**config.mk**
```make
export PLATFORM = sky130hd
export DESIGN_NAME = demux_2ch_deserializer_flat
export DESIGN_NICKNAME = d
export VERILOG_FILES = /design/src/rtl/demux_2ch_deserializer_if.sv /design/src/rtl/demux_2ch_deserializer.sv /design/src/flat_wrapper.sv
export SDC_FILE = /design/constraint.sdc
export NUM_CORES = 1
export LEC_CHECK = 0
export CAP_MARGIN = 25
export CORE_ASPECT_RATIO = 1.2
export CORE_MARGIN = 2
export CORE_UTILIZATION = 38
export DETAILED_ROUTE_END_ITERATION = 8
export GPL_ROUTABILITY_DRIVEN = 1
export GPL_TIMING_DRIVEN = 0
export HOLD_SLACK_MARGIN = 0.1
export SYNTH_ARGS = -nofsm -noshare
export SYNTH_HDL_FRONTEND = slang
export SYNTH_SLANG_ARGS = --single-unit
```
**constraint.sdc**
```tcl
create_clock -name clk -period 2.97 [get_ports clk]
set_input_delay 0.297 -clock clk [delete_from_list [all_inputs] [get_ports clk]]
set_output_delay 0.297 -clock clk [all_outputs]
set_load 0.03 [all_outputs]
```
**src/rtl/demux_2ch_deserializer_if.sv**
```systemverilog
// Bus between the 1-to-2 demux front end and the per-channel word consumers.
// master drives the serial bits and readies; slave is the deserializer.
interface demux_2ch_deserializer_if #(
  parameter int W = 8
) ();
  logic         in_valid;
  logic         sel;
  logic         out1;
  logic         out2;
  logic         sync_clr;
  logic [W-1:0] ch0_data;
  logic         ch0_valid;
  logic         ch0_ready;
  logic [W-1:0] ch1_data;
  logic         ch1_valid;
  logic         ch1_ready;
  logic         ch0_ovf;
  logic         ch1_ovf;

  modport master (
    output in_valid, sel, out1, out2, sync_clr, ch0_ready, ch1_ready,
    input  ch0_data, ch0_valid, ch1_data, ch1_valid, ch0_ovf, ch1_ovf
  );

  modport slave (
    input  in_valid, sel, out1, out2, sync_clr, ch0_ready, ch1_ready,
    output ch0_data, ch0_valid, ch1_data, ch1_valid, ch0_ovf, ch1_ovf
  );
endinterface

```
**src/rtl/demux_2ch_deserializer.sv**
```systemverilog
// Two-channel MSB-first deserializer behind a 1-to-2 bit demux; word valid 1 cycle after its last bit.
// Backpressure: one holding word per channel, a word completing into a full, non-draining holder is dropped and flagged in a sticky ovf.
module demux_2ch_deserializer #(
  parameter int W    = 8,
  parameter int CNTW = $clog2(W)
) (
  input logic                     clk,
  input logic                     rst_n,
  demux_2ch_deserializer_if.slave bus
);
  localparam logic [CNTW-1:0] LAST_BIT = CNTW'(W - 1);

  for (genvar c = 0; c < 2; c++) begin : g_ch
    logic            bit_in;
    logic            rdy;
    logic            cap;
    logic            done;
    logic            xfer;
    logic [W-1:0]    word;
    logic [W-2:0]    shift_q;
    logic [CNTW-1:0] cnt_q;
    logic [W-1:0]    data_q;
    logic            valid_q;
    logic            ovf_q;

    assign bit_in = (c == 0) ? bus.out1 : bus.out2;
    assign rdy    = (c == 0) ? bus.ch0_ready : bus.ch1_ready;

    // sync_clr outranks capture, so a bit arriving with it is discarded.
    assign cap  = bus.in_valid & (bus.sel == 1'(c)) & ~bus.sync_clr;
    assign done = cap & (cnt_q == LAST_BIT);
    assign xfer = valid_q & rdy;
    assign word = {shift_q, bit_in};

    always_ff @(posedge clk or negedge rst_n) begin
      if (!rst_n) begin
        shift_q <= '0;
        cnt_q   <= '0;
        data_q  <= '0;
        valid_q <= 1'b0;
        ovf_q   <= 1'b0;
      end else begin
        if (bus.sync_clr) begin
          shift_q <= '0;
          cnt_q   <= '0;
          ovf_q   <= 1'b0;
        end else if (cap) begin
          shift_q <= word[W-2:0];
          cnt_q   <= done ? '0 : cnt_q + CNTW'(1);
        end

        // A drain on the completion edge frees the holder in time for the new word.
        if (done) begin
          if (!valid_q || xfer) begin
            data_q  <= word;
            valid_q <= 1'b1;
          end else begin
            ovf_q <= 1'b1;
          end
        end else if (xfer) begin
          valid_q <= 1'b0;
        end
      end
    end
  end

  assign bus.ch0_data  = g_ch[0].data_q;
  assign bus.ch0_valid = g_ch[0].valid_q;
  assign bus.ch0_ovf   = g_ch[0].ovf_q;
  assign bus.ch1_data  = g_ch[1].data_q;
  assign bus.ch1_valid = g_ch[1].valid_q;
  assign bus.ch1_ovf   = g_ch[1].ovf_q;
endmodule

```
**src/flat_wrapper.sv**
```systemverilog
// flat-port wrapper written by rule: the top's interface ports become plain ports
module demux_2ch_deserializer_flat 
#(
  parameter int W    = 8,
  parameter int CNTW = $clog2(W)
)
  (clk, rst_n, bus_in_valid, bus_sel, bus_out1, bus_out2, bus_sync_clr, bus_ch0_ready, bus_ch1_ready, bus_ch0_data, bus_ch0_valid, bus_ch1_data, bus_ch1_valid, bus_ch0_ovf, bus_ch1_ovf);
  demux_2ch_deserializer_if #(.W(W)) bus_i ();
  input logic clk;
  input logic rst_n;
  input wire logic [$bits(bus_i.in_valid)-1:0] bus_in_valid;
  input wire logic [$bits(bus_i.sel)-1:0] bus_sel;
  input wire logic [$bits(bus_i.out1)-1:0] bus_out1;
  input wire logic [$bits(bus_i.out2)-1:0] bus_out2;
  input wire logic [$bits(bus_i.sync_clr)-1:0] bus_sync_clr;
  input wire logic [$bits(bus_i.ch0_ready)-1:0] bus_ch0_ready;
  input wire logic [$bits(bus_i.ch1_ready)-1:0] bus_ch1_ready;
  output wire logic [$bits(bus_i.ch0_data)-1:0] bus_ch0_data;
  output wire logic [$bits(bus_i.ch0_valid)-1:0] bus_ch0_valid;
  output wire logic [$bits(bus_i.ch1_data)-1:0] bus_ch1_data;
  output wire logic [$bits(bus_i.ch1_valid)-1:0] bus_ch1_valid;
  output wire logic [$bits(bus_i.ch0_ovf)-1:0] bus_ch0_ovf;
  output wire logic [$bits(bus_i.ch1_ovf)-1:0] bus_ch1_ovf;
  assign bus_i.in_valid = bus_in_valid;
  assign bus_i.sel = bus_sel;
  assign bus_i.out1 = bus_out1;
  assign bus_i.out2 = bus_out2;
  assign bus_i.sync_clr = bus_sync_clr;
  assign bus_i.ch0_ready = bus_ch0_ready;
  assign bus_i.ch1_ready = bus_ch1_ready;
  assign bus_ch0_data = bus_i.ch0_data;
  assign bus_ch0_valid = bus_i.ch0_valid;
  assign bus_ch1_data = bus_i.ch1_data;
  assign bus_ch1_valid = bus_i.ch1_valid;
  assign bus_ch0_ovf = bus_i.ch0_ovf;
  assign bus_ch1_ovf = bus_i.ch1_ovf;
  demux_2ch_deserializer #(.W(W), .CNTW(CNTW)) u_core (.clk(clk), .rst_n(rst_n), .bus(bus_i));
endmodule
```
## After elaboration in Yosys (flattened, before gate mapping)

Cells that the tools add are included.

| operators by class | value |
|---|---|
| add/sub/neg operators | 2 |
| equality and inequality tests | 4 |
| muxes and demuxes | 22 |
| bitwise gates (word level) | 10 |
| reductions and logical operators | 12 |

Operator list:

| operator | count |
|---|---|
| $mux W7 | 4 |
| $mux W3 | 6 |
| $mux W1 | 12 |
| $and A1 B1 Y1 | 8 |
| $reduce_and A2 Y1 | 4 |
| $reduce_bool A2 Y1 | 4 |
| $add A3 B1 Y3 const B | 2 |
| $eq A3 B3 Y1 const B | 2 |
| $ne A2 B2 Y1 const B | 2 |
| $logic_not A1 Y1 | 2 |
| $logic_or A1 B1 Y1 | 2 |
| $not A1 Y1 | 2 |

| word-level totals | value |
|---|---|
| bits in registers | 40 |
| bits of input ports | 9 |
| output and inout port bits | 20 |
| word-level logic and storage cells | 60 |

## Depth between registers and ports, before layout

| depth | value |
|---|---|
| depth after elaboration | 7 |
| gate-level depth with buffers | 5 |
| depth with buffers taken out | 5 |

## Worst setup path before layout

No wires, ideal clock.

| path | value |
|---|---|
| kind | register to register |
| from | reg u_core.g_ch[1].cnt_q[0] |
| to | reg u_core.g_ch[1].data_q[0] (netlist: u_core.bus.ch1_data[0]) |
| setup time | 0.125 ns |
| arrival | 1.371 ns |
| required time | 2.845 ns |
| path slack | 1.474 ns |
| cell stages (with the launch flop) | 6 |
| buffers on the path | 0 |
| clock period less this slack | 1.496 ns |
| cells stage by stage | dfrtp_1 > ha_1 > ha_1 > nand4b_1 > nor2_4 > mux2_2 |

| on the way | value |
|---|---|
| longest elaborated chain between the ends | 3 |

Ends and longest elaborated chain:

| what | RTL line | text |
|---|---|---|
| from (decl) | demux_2ch_deserializer.sv:21 | `logic [CNTW-1:0] cnt_q;` |
| from (signal assigned) | demux_2ch_deserializer.sv:49 | `cnt_q <= done ? '0 : cnt_q + CNTW'(1);` |
| $eq A3 B3 Y1 | demux_2ch_deserializer.sv:31 | `assign done = cap & (cnt_q == LAST_BIT);` |
| $and A1 B1 Y1 | demux_2ch_deserializer.sv:31 |  |
| $reduce_and A2 Y1 (no line) | -- |  |
| to (signal assigned) | demux_2ch_deserializer.sv:55 | `data_q <= word;` |
| to (decl) | demux_2ch_deserializer.sv:22 | `logic [W-1:0] data_q;` |

No other way between the ends.
A chain may end at the register's enable or synchronous reset.

## Worst setup path after layout

| path | value |
|---|---|
| from | reg u_core.g_ch[1].cnt_q[0] |
| to | reg u_core.g_ch[1].data_q[2] (netlist: u_core.bus.ch1_data[2]) |

The elaborated chain is that of the path after synthesis.

==> impl_metrics.tcl <==
set metrics [dict create \
    rows 26 \
    hp-class "in -> async" \
    clk_path_buf_depth 2 \
    initial_core_util 0.3924 \
    wl_per_cell_um 12.64 \
    routed_wl_um 2971 \
    regArea_um2 1001 \
    fmax_ghz 0.5946 \
    cp_cell_sequence "ha_1 > ha_1 > nand4b_1 > nor2_4 > mux2_2" \
    syn_avg_cell_area_um2 11.51 \
    reg2reg_setup_slack_ns 1.29 \
    power_frac_clock 0.415 \
    yosys_warnings 0 \
    cts.sinks 40 \
    cts.repair.resized 0 \
    final-setup-viol-count 0 \
    p_leak_nw 0.9539 \
    nets 191 \
    crit_cells 5 \
    sw_frac_of_total 0.2066 \
    grt_pass1_wl_um 5244 \
    fp.dieH_um 76.11 \
    crit_top_cell "ha_1" \
    grt_max_degree 41 \
    startpoint "u_core.g_ch[1].cnt_q[0]" \
    grt_pass1_vias 1189 \
    cp_data_arrival_time_ns 1.85 \
    synthCells 143 \
    setup_slack_ns 1.288 \
    place_congestion 0.6949 \
    finalCritPeriodShare 0.5663 \
    cp-start-kind "register" \
    layout_common_cells "dfrtp_1 (40), nand2_1 (37), clkdlybuf4s50_1 (27)" \
    syn_area_um2 1647 \
    vias 1147 \
    synth_cell_type_count 21 \
    critical_path_class "reg -> reg" \
    r2r_start "u_core.g_ch[1].cnt_q[0]" \
    worst_slew_pin_slew_ns 0.8657 \
    status "finished clean" \
    use_met2 0.2417 \
    area_delta_synth_final_pct 27.51 \
    p_comb_frac 0.047 \
    rsz0062_at_grt "false" \
    drc 0 \
    power_density_nw_per_um2 489.4 \
    fill_cells 391 \
    h-tree-depth 2 \
    min_period_ns 1.682 \
    grt-ovfl-total 0 \
    track_usage 0.1366 \
    core_um2 4197 \
    dpl.cell_count 227 \
    die_area_um2 4878 \
    seq_power_share 0.537 \
    fin_setup_tns_ns 0 \
    port-buffer-count 28 \
    ir_drop_mv 0.3701 \
    final_hold_viol_count 0 \
    grt-busiest-layer "met2" \
    cp-end-kind "register" \
    synth_fp_nets 156 \
    pre_cts_slack_ns 1.081 \
    cp-endpoint "u_core.bus.ch1_data[2]" \
    final_area_um2 2100 \
    crit_path_max_fanout 8 \
    cap_violations 0 \
    cts_tree "done" \
    grtUsageMet1 0.1520 \
    worst_clock_skew_ns 0.003136 \
    drtIter0Drc 62 \
    instances_no_fill 235 \
    postCtsSetupBuffers 0 \
    path_delay_family "simple AND/OR/NAND/NOR gates" \
    drive_gt1_frac 0.1676 \
    final_common_cell "dfrtp_1" \
    dr.pass1.iters 4 \
    cp_slowest_stage_delay_ns 0.37 \
    placed_area_um2 1992 \
    die_w_um 64.09 \
    final_antenna_net_count 0 \
    drv_slew 0 \
    ios 29 \
    cts_made_buffers 5 \
    clk_latency_ns 0.29 \
    multiInputGateArea_um2 615.6 \
    r2r_end "u_core.bus.ch1_data[2]" \
    path_buf_inv 0 \
    root_buffer "clkbuf_8" \
    grt_antenna_before_repair 0 \
    switchingPower_uw 212.3 \
    clk_pin_slew_worst_paths_ns 0.07 \
    hpwlAfterDp_um 2129 \
    slew_headroom 0.4228 \
    diodes 0 \
    intPower_uw 815.3 \
    vias_per_cell 4.881 \
    power_mw 1.028 \
    critPathRequiredTime_ns 3.14 \
    cpMaxStageDelayCell "dfrtp_1" \
    hold_buffers 0 \
    rr_worst_depth 5 \
    ys_ff_latch 40 \
    ys_seq_area_frac 0.6079 \
    met3_usage 0.05022 \
]
[Yosys cell counts, drive strengths merged]
master	instances	area, µm²
dfrtp	40	1001
nand2	37	138.9
a21oi	20	100.1
mux2	16	180.2
ha	4	50.05
buf	3	15.01
clkbuf	3	11.26
nand2b	3	18.77
nand3b	3	22.52
nor2	3	18.77
nand4b	2	32.53
or3	2	12.51
a31oi	1	6.260
a41oi	1	8.760
and2	1	6.260
and2b	1	8.760
inv	1	3.750
nor2b	1	6.260
o21ai	1	5.000
[per-layer routing]
layer,vias up,wire length [µm],part of all wire
met5,-,0,0
met4,0,19,0.0064
met3,3,132,0.044
met2,24,1624,0.55
met1,570,1194,0.40
li1,550,-,-
[per-stage QoR]
| step | hold WS [ns] | util |
|---|---|---|
| 2_1_floorplan | 0.001409 | - |
| 3_3_place_gp | 0.4872 | 0.4759 |
| 3_5_place_dp | 0.4693 | 0.4747 |
| 4_1_cts | 0.1496 | 0.5003 |
| 5_1_grt | 0.1816 | 0.5003 |
| 6_report | 0.1188 | 0.5003 |
[power by group through the flow]
stage,Sequential [mW],Combinational [mW],Clock [mW]
floorplan,0.562,0.0210,0
detailed placement,0.563,0.0506,0
CTS,0.552,0.0507,0.439
global placement,0.562,0.0498,0
global route,0.552,0.0561,0.470
finish,0.552,0.0487,0.427
[state kept, by name, indices dropped and copies added, names as in the netlist]
signal	count
u_core.g_ch.shift_q	14
u_core.g_ch.cnt_q	6
u_core.bus.ch0_ovf	1
u_core.bus.ch0_data	8
u_core.bus.ch0_valid	1
u_core.bus.ch1_data	8
u_core.bus.ch1_ovf	1
u_core.bus.ch1_valid	1
[how the worst min path moves through the flow]
stage | cells after the start | start | endpoint | slack [ns]
floorplan | 0 | rst_n | u_core.bus.ch0_data[0] | 0.001
global placement | 1 | u_core.bus.ch0_data[0] | u_core.bus.ch0_data[0] | 0.49
detailed placement | 1 | rst_n | u_core.bus.ch0_data[0] | 0.47
CTS | 1 | rst_n | u_core.bus.ch0_data[0] | 0.15
global route | 1 | rst_n | u_core.bus.ch0_data[4] | 0.18
finish | 1 | rst_n | u_core.g_ch[0].shift_q[0] | 0.12
[cells by family after synthesis]
kind of cell	share of synthesized area
compound gates	0.07295
simple gates	0.1611
buf+inv	0.01823
fa+ha+maj	0.03040
mux	0.1094
flops	0.6079
[area by class of cell]
type,instances,area share
buffer,6,0.01251
timing repair buffer,28,0.1311
clock buffer,6,0.03457
clock inverter,2,0.01669
sequential,40,0.4768
multi-input combinational,96,0.2932
tap,56,0.03337
inverter,1,0.001788
Note: power is estimated with default switching activity, not from simulation.
==> edit (same settings) <==
`W` is set to 8 in 3 places; all go to 16.
--- a/src/rtl/demux_2ch_deserializer_if.sv
+++ b/src/rtl/demux_2ch_deserializer_if.sv
@@ -1,7 +1,7 @@
 // Bus between the 1-to-2 demux front end and the per-channel word consumers.
 // master drives the serial bits and readies; slave is the deserializer.
 interface demux_2ch_deserializer_if #(
-  parameter int W = 8
+  parameter int W = 16
 ) ();
   logic         in_valid;
   logic         sel;
--- a/src/rtl/demux_2ch_deserializer.sv
+++ b/src/rtl/demux_2ch_deserializer.sv
@@ -1,7 +1,7 @@
 // Two-channel MSB-first deserializer behind a 1-to-2 bit demux; word valid 1 cycle after its last bit.
 // Backpressure: one holding word per channel, a word completing into a full, non-draining holder is dropped and flagged in a sticky ovf.
 module demux_2ch_deserializer #(
-  parameter int W    = 8,
+  parameter int W    = 16,
   parameter int CNTW = $clog2(W)
 ) (
   input logic                     clk,
--- a/src/flat_wrapper.sv
+++ b/src/flat_wrapper.sv
@@ -1,7 +1,7 @@
 // flat-port wrapper written by rule: the top's interface ports become plain ports
 module demux_2ch_deserializer_flat 
 #(
-  parameter int W    = 8,
+  parameter int W    = 16,
   parameter int CNTW = $clog2(W)
 )
   (clk, rst_n, bus_in_valid, bus_sel, bus_out1, bus_out2, bus_sync_clr, bus_ch0_ready, bus_ch1_ready, bus_ch0_data, bus_ch0_valid, bus_ch1_data, bus_ch1_valid, bus_ch0_ovf, bus_ch1_ovf);
Interface: changed (resized bus_ch0_data and bus_ch1_data); port bits go from 29 to 45. The function was not compared with the original's and may differ.
==> edit against the unedited design <==
  * Routed wire length up 78%
  * Synthesized area up 77%
  * Sequential cell count up 34
  * Via count up 55%
  * Final area up 75%
  * Fmax down 21%
  * Die area up 72%
  * Clock power up 85%
  * Global-route usage up 0.24 points
  * Power up 83%
  * Synthesized cell count up 33%
  * Count of clock-buffer cells in the layout up 7
  * Setup slack worse by 0.45 ns
==> edit: results <==
group,metric,value,unit
layout,fin_nets,256,
logic_synthesis,ys_seq_area_share,63.6,%
run_status,status,"finished clean",
logic_synthesis,yosys-top-cells-area,"dfrtp_1 (64%), a22o_1 (10%), mux2_2 (8.9%), mux2_4 (5.2%), ha_1 (0.86%)",
layout,layout-drive-gt1-share,24.5,%
routing,dr.first_iter.drc_count,71,
placement,hpwl,3.51,mm
layout,comb.multi_input.count,103,
critical_path,cpPeakStageDelay,0.57,ns
critical_path,cp_slowest_cell,"nor3b_2",
critical_path,worstPathArrival,2.35,ns
routing,met3RoutedLength,176,um
logic_synthesis,synth_seq_cells,74,
pwr,peakVddDrop,0.257,mV
clock_network,htreeDepth,3,
layout,buf_share,14.1,%
global_routing,grt.met2_usage,20.4,%
routing,viasPerCell,5.24,
layout,n_all_buffers,54,
placement,port-buffer-count,42,
routing,routed_wirelength,5.27,mm
clock_network,cts_buffers,9,
routing,wl_met2,2.44,mm
layout,largest_register_ffs,30,
placement,place_area,0.00346,mm^2
logic_synthesis,syn_nets,201,
global_routing,gr-usage-met3,2.96,%
edit: what timing repair did:
action                     CTS  global route
hold endpoints to repair    36             0
setup endpoints to repair    0             0
hold buffers                 1             0
edit: worst paths after layout:
kind | startpoint | end | slack, ns | cells after the start
setup / recovery | u_core.g_ch[1].cnt_q[0] | u_core.bus.ch1_data[7] | 0.84 | 5
hold / removal | bus_sel | u_core.g_ch[1].cnt_q[2] | 0.34 | 4
setup reg to reg | u_core.g_ch[1].cnt_q[0] | u_core.bus.ch1_data[7] | 0.84 | 5
hold reg to reg | u_core.g_ch[1].shift_q[14] | u_core.g_ch[1].shift_q[14] | 0.50 | 1
max in group asynchronous | rst_n | u_core.g_ch[1].shift_q[7] | 1.95 | 3
min in group asynchronous | rst_n | u_core.bus.ch0_data[12] | 0.46 | 2
edit: stage by stage:
step,cells,util [%],TNS [ns],hold WS (ns)
2_1_floorplan,190,-,0,0.00141
3_3_place_gp,322,46.8,-73.46,0.480
3_5_place_dp,323,47.1,0,0.299
4_1_cts,339,50.0,0,0.326
5_1_grt,339,50.0,0,0.372
6_report,339,50.0,0,0.341
edit: worst max-delay path: cells and delay by family (launching register included):
| kind | cells | cell delay (ns) |
|---|---|---|
| flops | 1 | 0.41 |
| simple gates | 2 | 0.71 |
| mux | 1 | 0.35 |
| buf+inv | 1 | 0.31 |
| fa+ha+maj | 1 | 0.23 |
edit: cells by family after synthesis:
kind of cell | synth area share, %
AO/OA/AOI/OAI | 12.6
XOR/XNOR | 0.601
flip-flops | 63.6
buffers and inverters | 2.75
adder cells (fa/ha/maj) | 0.859
AND/OR/NAND/NOR | 5.58
multiplexers | 14.0
edit: power by group:
part           leakage (nW)  internal, mW  switching [mW]  total, mW
clock network         0.106         0.452           0.338      0.790
logic                 0.640        0.0234          0.0459     0.0693
registers              1.03          1.01         0.00504       1.02
